--- src/rtl/dcache_load_resp.sv ---
// -----------------------------------------------------------------------------
// dcache_load_resp
//
// Load-response engine for the data cache. A load from memory1 is accepted in
// IDLE and is either served from a single-line buffer (hit) or turned into a
// bus read. The returned data is presented to memory2 with a valid/ready
// handshake. A pipeline flush withdraws or cancels the load in flight.
// Store-side invalidates clear the line buffer.
//
// Configuration macro: DCACHE_LINE_BUF_EN
//   defined   : one-line buffer (28-bit tag, 4 x 32-bit words, valid bit).
//               Cached misses fetch a 4-word line. Uncached loads fetch a word.
//   undefined : no line buffer. Every load is a single-word bus read at
//               req_pa, nothing ever hits, and inv_valid/inv_pa are ignored.
//
// Ports
//   clk, rst_n              clock (rising edge), asynchronous active-low reset
//   req_valid/req_ready     load request handshake from memory1
//   req_pa, req_uncached    physical byte address, uncached attribute
//   rd_req/rd_rdy           bus read request handshake
//   rd_type, rd_addr        0 = word read at rd_addr, 1 = 4-word line read
//   ret_valid/last/data     bus return beats (only observed in BUS_WAIT)
//   rd_dcache_data,
//   dcache_data_valid/ready response to memory2
//   flush_i                 pipeline flush
//   inv_valid, inv_pa       line invalidate from the store side
// -----------------------------------------------------------------------------
module dcache_load_resp (
    input  logic        clk,
    input  logic        rst_n,
    input  logic        req_valid,
    input  logic [31:0] req_pa,
    input  logic        req_uncached,
    output logic        req_ready,
    output logic        rd_req,
    output logic        rd_type,
    output logic [31:0] rd_addr,
    input  logic        rd_rdy,
    input  logic        ret_valid,
    input  logic        ret_last,
    input  logic [31:0] ret_data,
    output logic [31:0] rd_dcache_data,
    output logic        dcache_data_valid,
    input  logic        dcache_data_ready,
    input  logic        flush_i,
    input  logic        inv_valid,
    input  logic [31:0] inv_pa
);

    typedef enum logic [1:0] {
        S_IDLE     = 2'd0,
        S_BUS_REQ  = 2'd1,
        S_BUS_WAIT = 2'd2,
        S_RESP     = 2'd3
    } state_t;

    state_t      r_state;
    state_t      w_state_next;

    logic        r_cancel;      // load was flushed after the bus accepted it
    logic [1:0]  r_beat_cnt;    // index of the next returned beat
    logic [1:0]  r_word;        // word of the line the load asked for
    logic [31:0] r_rd_addr;
    logic        r_rd_type;
    logic        r_resp_valid;
    logic [31:0] r_resp_data;

    logic        w_accept;
    logic        w_hit;
    logic        w_line_req;    // accepted load would be a line fill
    logic [31:0] w_hit_data;
    logic        w_ret_beat;
    logic        w_ret_done;
    logic        w_capture;

    assign w_accept   = req_valid & req_ready;
    // Return beats are only meaningful while waiting on the bus.
    assign w_ret_beat = (r_state == S_BUS_WAIT) & ret_valid;
    assign w_ret_done = w_ret_beat & ret_last;

`ifdef DCACHE_LINE_BUF_EN
    logic [27:0] r_tag;
    logic [31:0] r_line_data [0:3];
    logic        r_line_vld;
    logic        w_fill_beat;
    logic        w_fill_done;
    logic        w_inv_hit_tag;
    logic        w_inv_hit_fill;
    logic        w_unused_inv_lsb;

    assign w_line_req     = ~req_uncached;
    assign w_hit          = w_line_req & r_line_vld & (r_tag == req_pa[31:4]);
    assign w_hit_data     = r_line_data[req_pa[3:2]];
    assign w_fill_beat    = w_ret_beat & r_rd_type;
    assign w_fill_done    = w_ret_done & r_rd_type;
    assign w_inv_hit_tag  = inv_valid & (inv_pa[31:4] == r_tag);
    // On the last fill beat the stored tag is still the old one, so the
    // invalidate has to be compared against the line being installed.
    assign w_inv_hit_fill = inv_valid & (inv_pa[31:4] == r_rd_addr[31:4]);
    assign w_unused_inv_lsb = ^inv_pa[3:0];

    // Line data: plain storage, no reset needed since line_vld guards it.
    always_ff @(posedge clk) begin
        if (w_fill_beat) begin
            r_line_data[r_beat_cnt] <= ret_data;
        end
    end

    always_ff @(posedge clk or negedge rst_n) begin
        if (!rst_n) begin
            r_tag      <= '0;
            r_line_vld <= 1'b0;
        end else begin
            if (w_fill_done) begin
                r_tag <= r_rd_addr[31:4];
            end
            // Priority: a miss empties the buffer; a completing fill
            // installs the line unless it is invalidated in that same
            // cycle; otherwise an invalidate to the stored tag clears it.
            if (w_accept & ~w_hit & w_line_req) begin
                r_line_vld <= 1'b0;
            end else if (w_fill_done) begin
                r_line_vld <= ~w_inv_hit_fill;
            end else if (w_inv_hit_tag) begin
                r_line_vld <= 1'b0;
            end
        end
    end
`else
    logic w_unused_inputs;

    assign w_line_req      = 1'b0;
    assign w_hit           = 1'b0;
    assign w_hit_data      = '0;
    assign w_unused_inputs = ^{req_uncached, inv_valid, inv_pa};
`endif

    // ---------------------------------------------------------------- FSM
    always_ff @(posedge clk or negedge rst_n) begin
        if (!rst_n) begin
            r_state <= S_IDLE;
        end else begin
            r_state <= w_state_next;
        end
    end

    always_comb begin
        w_state_next = r_state;
        case (r_state)
            S_IDLE: begin
                if (w_accept) begin
                    w_state_next = w_hit ? S_RESP : S_BUS_REQ;
                end
            end
            S_BUS_REQ: begin
                // Once the bus took the request it must be drained even if
                // flushed; without rd_rdy a flush simply withdraws it.
                if (rd_rdy) begin
                    w_state_next = S_BUS_WAIT;
                end else if (flush_i) begin
                    w_state_next = S_IDLE;
                end
            end
            S_BUS_WAIT: begin
                if (w_ret_done) begin
                    w_state_next = (r_cancel | flush_i) ? S_IDLE : S_RESP;
                end
            end
            S_RESP: begin
                if (flush_i | dcache_data_ready) begin
                    w_state_next = S_IDLE;
                end
            end
            default: w_state_next = S_IDLE;
        endcase
    end

    always_comb begin
        req_ready = (r_state == S_IDLE) & ~flush_i;
        rd_req    = (r_state == S_BUS_REQ);
    end

    // ----------------------------------------------------------- datapath
    // Line fills keep the requested word as it streams past; word reads
    // keep their single (last) beat.
    assign w_capture = w_ret_beat & (r_rd_type ? (r_beat_cnt == r_word) : ret_last);

    always_ff @(posedge clk or negedge rst_n) begin
        if (!rst_n) begin
            r_cancel     <= 1'b0;
            r_beat_cnt   <= 2'd0;
            r_word       <= 2'd0;
            r_rd_addr    <= '0;
            r_rd_type    <= 1'b0;
            r_resp_valid <= 1'b0;
            r_resp_data  <= '0;
        end else begin
            if (w_accept) begin
                r_word     <= req_pa[3:2];
                r_beat_cnt <= 2'd0;
                if (!w_hit) begin
                    r_rd_addr <= w_line_req ? {req_pa[31:4], 4'b0000} : req_pa;
                    r_rd_type <= w_line_req;
                end
            end else if (w_ret_beat) begin
                r_beat_cnt <= r_beat_cnt + 2'd1;
            end

            if (w_accept) begin
                r_cancel <= 1'b0;
            end else if (flush_i & (((r_state == S_BUS_REQ) & rd_rdy) |
                                    (r_state == S_BUS_WAIT))) begin
                r_cancel <= 1'b1;
            end

            // Valid simply tracks residency in RESP, so it rises the cycle
            // after a hit or the last beat and drops after ready/flush.
            r_resp_valid <= (w_state_next == S_RESP);

            if (w_accept & w_hit) begin
                r_resp_data <= w_hit_data;
            end else if (w_capture) begin
                r_resp_data <= ret_data;
            end
        end
    end

    assign rd_addr           = r_rd_addr;
    assign rd_type           = r_rd_type;
    assign rd_dcache_data    = r_resp_data;
    assign dcache_data_valid = r_resp_valid;

endmodule

--- config.mk ---
export PLATFORM = sky130hd
export DESIGN_NAME = dcache_load_resp
export DESIGN_NICKNAME = d
export VERILOG_FILES = /design/src/rtl/dcache_load_resp.sv
export SDC_FILE = /design/constraint.sdc
export NUM_CORES = 1
export LEC_CHECK = 0
export CAP_MARGIN = 20
export CORE_UTILIZATION = 37
export CTS_CLUSTER_DIAMETER = 100
export DETAILED_ROUTE_END_ITERATION = 8
export GPL_TIMING_DRIVEN = 0
export PLACE_DENSITY = 0.81
export SLEW_MARGIN = 30
export SYNTH_ARGS = -nofsm -noshare
export SYNTH_HDL_FRONTEND = slang
export SYNTH_SLANG_ARGS = --single-unit
--- constraint.sdc ---
create_clock -name clk -period 1.6 [get_ports clk]
set_input_delay 0.16 -clock clk [delete_from_list [all_inputs] [get_ports clk]]
set_output_delay 0.16 -clock clk [all_outputs]
set_load 0.1 [all_outputs]
==> impl_results.md <==
* Die Ht at 89.0 um
* Layout Nets at 425
* Dpl hpwl at 4720 um
* Crit. End Element: primary output
* Prevailing post-synth register cell: dfrtp_1
* CP arrival at 1.36 ns
* DRT iter0 DRCs at 23
* Worst setup SP type: register
* Seq/Total Area, Yosys at 0.608
* Vias in the first global route at a little over 2000
* Syn Area/Cell at approximately 17 um^2
* Overall Global Routing Usage at 0.171
* Total CTS buffers at 9
* Seq. cell area at 1700 um^2
* CTS tree: done
* Fillers at around 560
* Tcrit/Tclk final at 0.951
* Site row count at 31
* Outcome: complete, no violations
* H-tree depth at 3
* Synth top cells by count: 68 x dfrtp_1, 32 x mux2_2, 30 x mux2_4
* Non-filler instance count after layout at 423
* Final hold violations at 0
* Yosys reg bits at 68
* Multi-input logic area at 1020 um^2
* RSZ-0062 raised after global routing: false
* Worst slew margin at 0.622
* Synthesized net count at 272
* Max capacitance violation total at 0
* Yosys top cell area share at 0.608
* YS warnings at 0
* Worst path required time at 1.44 ns
* CP Launch Point: r_state[0]
* Clock Tree Buf Depth at 2
* RePlAce Congestion at 0.772
* Vias per inst at 4.50
* Die span in x at 89.0 um
* Clock sinks at 68
* Number of enable flip-flop cells after synthesis at 0
* Synth async-reset ratio at 1.00
* Synth area leaders: dfrtp_1 61%, mux2_4 16%, mux2_2 13%
* Largest net degree at the start of global routing at 47
* Final max-slew violation count at 0
* DRT Pass-1 Iters at 4
* Final worst path period need at 1.52 ns
* First-pass GRT wire length at 9920 um
* Clock root cell: clkbuf_8
* Max Clk Rate at 0.657 GHz
* Worst-path clk slew at ~0.070 ns
* DRC viols at 0
* Hold Crit Class: primary input to async pin
* Critical path type: register to primary output
* Grt total ovfl at 0
* Final WL at 6370 um
* DP Cell Count at 404
* Skew final at 0.0111 ns
* Final setup viols at 0
* CP max FO at 10
* Post-DRT Antenna Nets at 0
* Initial core utilization at 0.384
* Antenna violations before repair at 0
* Area leader, netlist: dfrtp_1
* N_diodes at 0
* Worst slew pin tran at ~0.57 ns
* Count leader, synth: dfrtp_1
* Ports at 174
* Core ar. at 7290 um^2
* Distinct cells, synth at 23
* Latest clock arrival within the worst-skew pair at about 0.33 ns
* Worst r2r src: r_state[0]
* Mapped Area at 2800 um^2
* Die area at 7920 um^2
* Routed length per instance at 15.1 um
* Mapped Cells at 166
* Area grow syn2layout at 68.3%
* Via count of the routed design at 1903
* Layout cell share with drive strength beyond 1 at 0.503
* Port bufs at 138
layer usage:
layer	global-route usage	vias to the layer above	routed length, um
met3	0.0406	5	332
li1	-	887	-
met4	0.0693	0	55
met5	0	-	0
met2	0.295	66	3360
met1	0.207	945	2610
cell type report:
type | instances | area share
clock buffers | 10 | 0.0292
plain buffers | 9 | 0.0199
multi-input cells | 88 | 0.217
repair buffers | 142 | 0.322
clock inverters | 6 | 0.0236
well taps | 99 | 0.0263
inverters | 1 | 0.000797
flip-flops and latches | 68 | 0.361
placed cells by master (no fill, tap or decap):
| cell | count |
|---|---|
| bufinv_16 | 3 |
| nand2b_1 | 1 |
| clkbuf_8 | 10 |
| nor2_1 | 4 |
| a21oi_1 | 3 |
| clkdlybuf4s50_1 | 69 |
| nor3_4 | 2 |
| dlymetal6s2s_1 | 1 |
| clkinvlp_4 | 1 |
| clkinv_4 | 1 |
| nor2b_4 | 1 |
| nand2_1 | 2 |
| nand2b_4 | 1 |
| mux2_1 | 2 |
| mux2i_1 | 1 |
| clkdlybuf4s15_2 | 65 |
| nand4b_4 | 1 |
| mux2_2 | 32 |
| dlygate4sd3_1 | 1 |
| clkinv_2 | 1 |
| a32oi_1 | 1 |
| buf_6 | 9 |
| a211oi_1 | 1 |
| dfrtp_1 | 68 |
| conb_1 | 1 |
| o211ai_1 | 2 |
| inv_1 | 1 |
| buf_16 | 1 |
| o21ai_0 | 1 |
| buf_4 | 5 |
| mux2_4 | 30 |
| nor3_1 | 2 |
sequential cells by signal, summed over array words and instances, names as in the netlist:
register and cells:
dcache_data_valid 1, r_cancel 1, rd_addr 32, r_state 2
rd_dcache_data 32
repair_timing:
action / CTS / global route
endpoints found under the setup margin: 67 / 29
hold endpoints to repair: 22 / 0
resized for setup: 210 / 1
pin swaps: 0 / 1
buffers inserted: 0 / 2
hold buffers: 1 / 0
kinds of logic after synthesis:
| group | Yosys count | synth area share |
|---|---|---|
| compound gates | 8 | 0.0183 |
| buf+inv | 10 | 0.0340 |
| flops | 68 | 0.608 |
| mux | 65 | 0.301 |
| other cells | 1 | 0.00134 |
| simple gates | 14 | 0.0371 |
path summary, 6_finish.rpt:
check | to | slack, ns | depth (start not counted)
worst max-delay path | req_ready | 0.08 | 3
worst min-delay path | rd_addr[26] | 0.27 | 2
worst max register to register | rd_addr[0] | 0.17 | 3
worst min register to register | rd_addr[15] | 0.50 | 1
max in group asynchronous | rd_dcache_data[9] | 0.81 | 3
min in group clk | r_cancel | 0.32 | 3
stage by stage:
stage          setup slack [ns]  instance area [um^2]  setup TNS [ns]  hold WS, ns  utilization
2_1_floorplan            0.0600                  2820               0       -0.136            -
6_report                 0.0778                  4710               0        0.266        0.646
3_5_place_dp             -0.585                  4350          -12.16       0.0766        0.596
5_1_grt                 0.00295                  4710               0        0.280        0.646
4_1_cts                  0.0402                  4690               0        0.257        0.644
3_3_place_gp              -1.91                  4320         -140.44        0.468        0.593
worst max-delay path, cell delays in order, from the launching register on:
cell     delay, ns
dfrtp_1       0.43
buf_4         0.20
nor3_4        0.16
buf_6         0.24
Power is left out: the tool's default activity adds up to more than one toggle a clock period on the data nets, which glitch-free logic cannot reach.
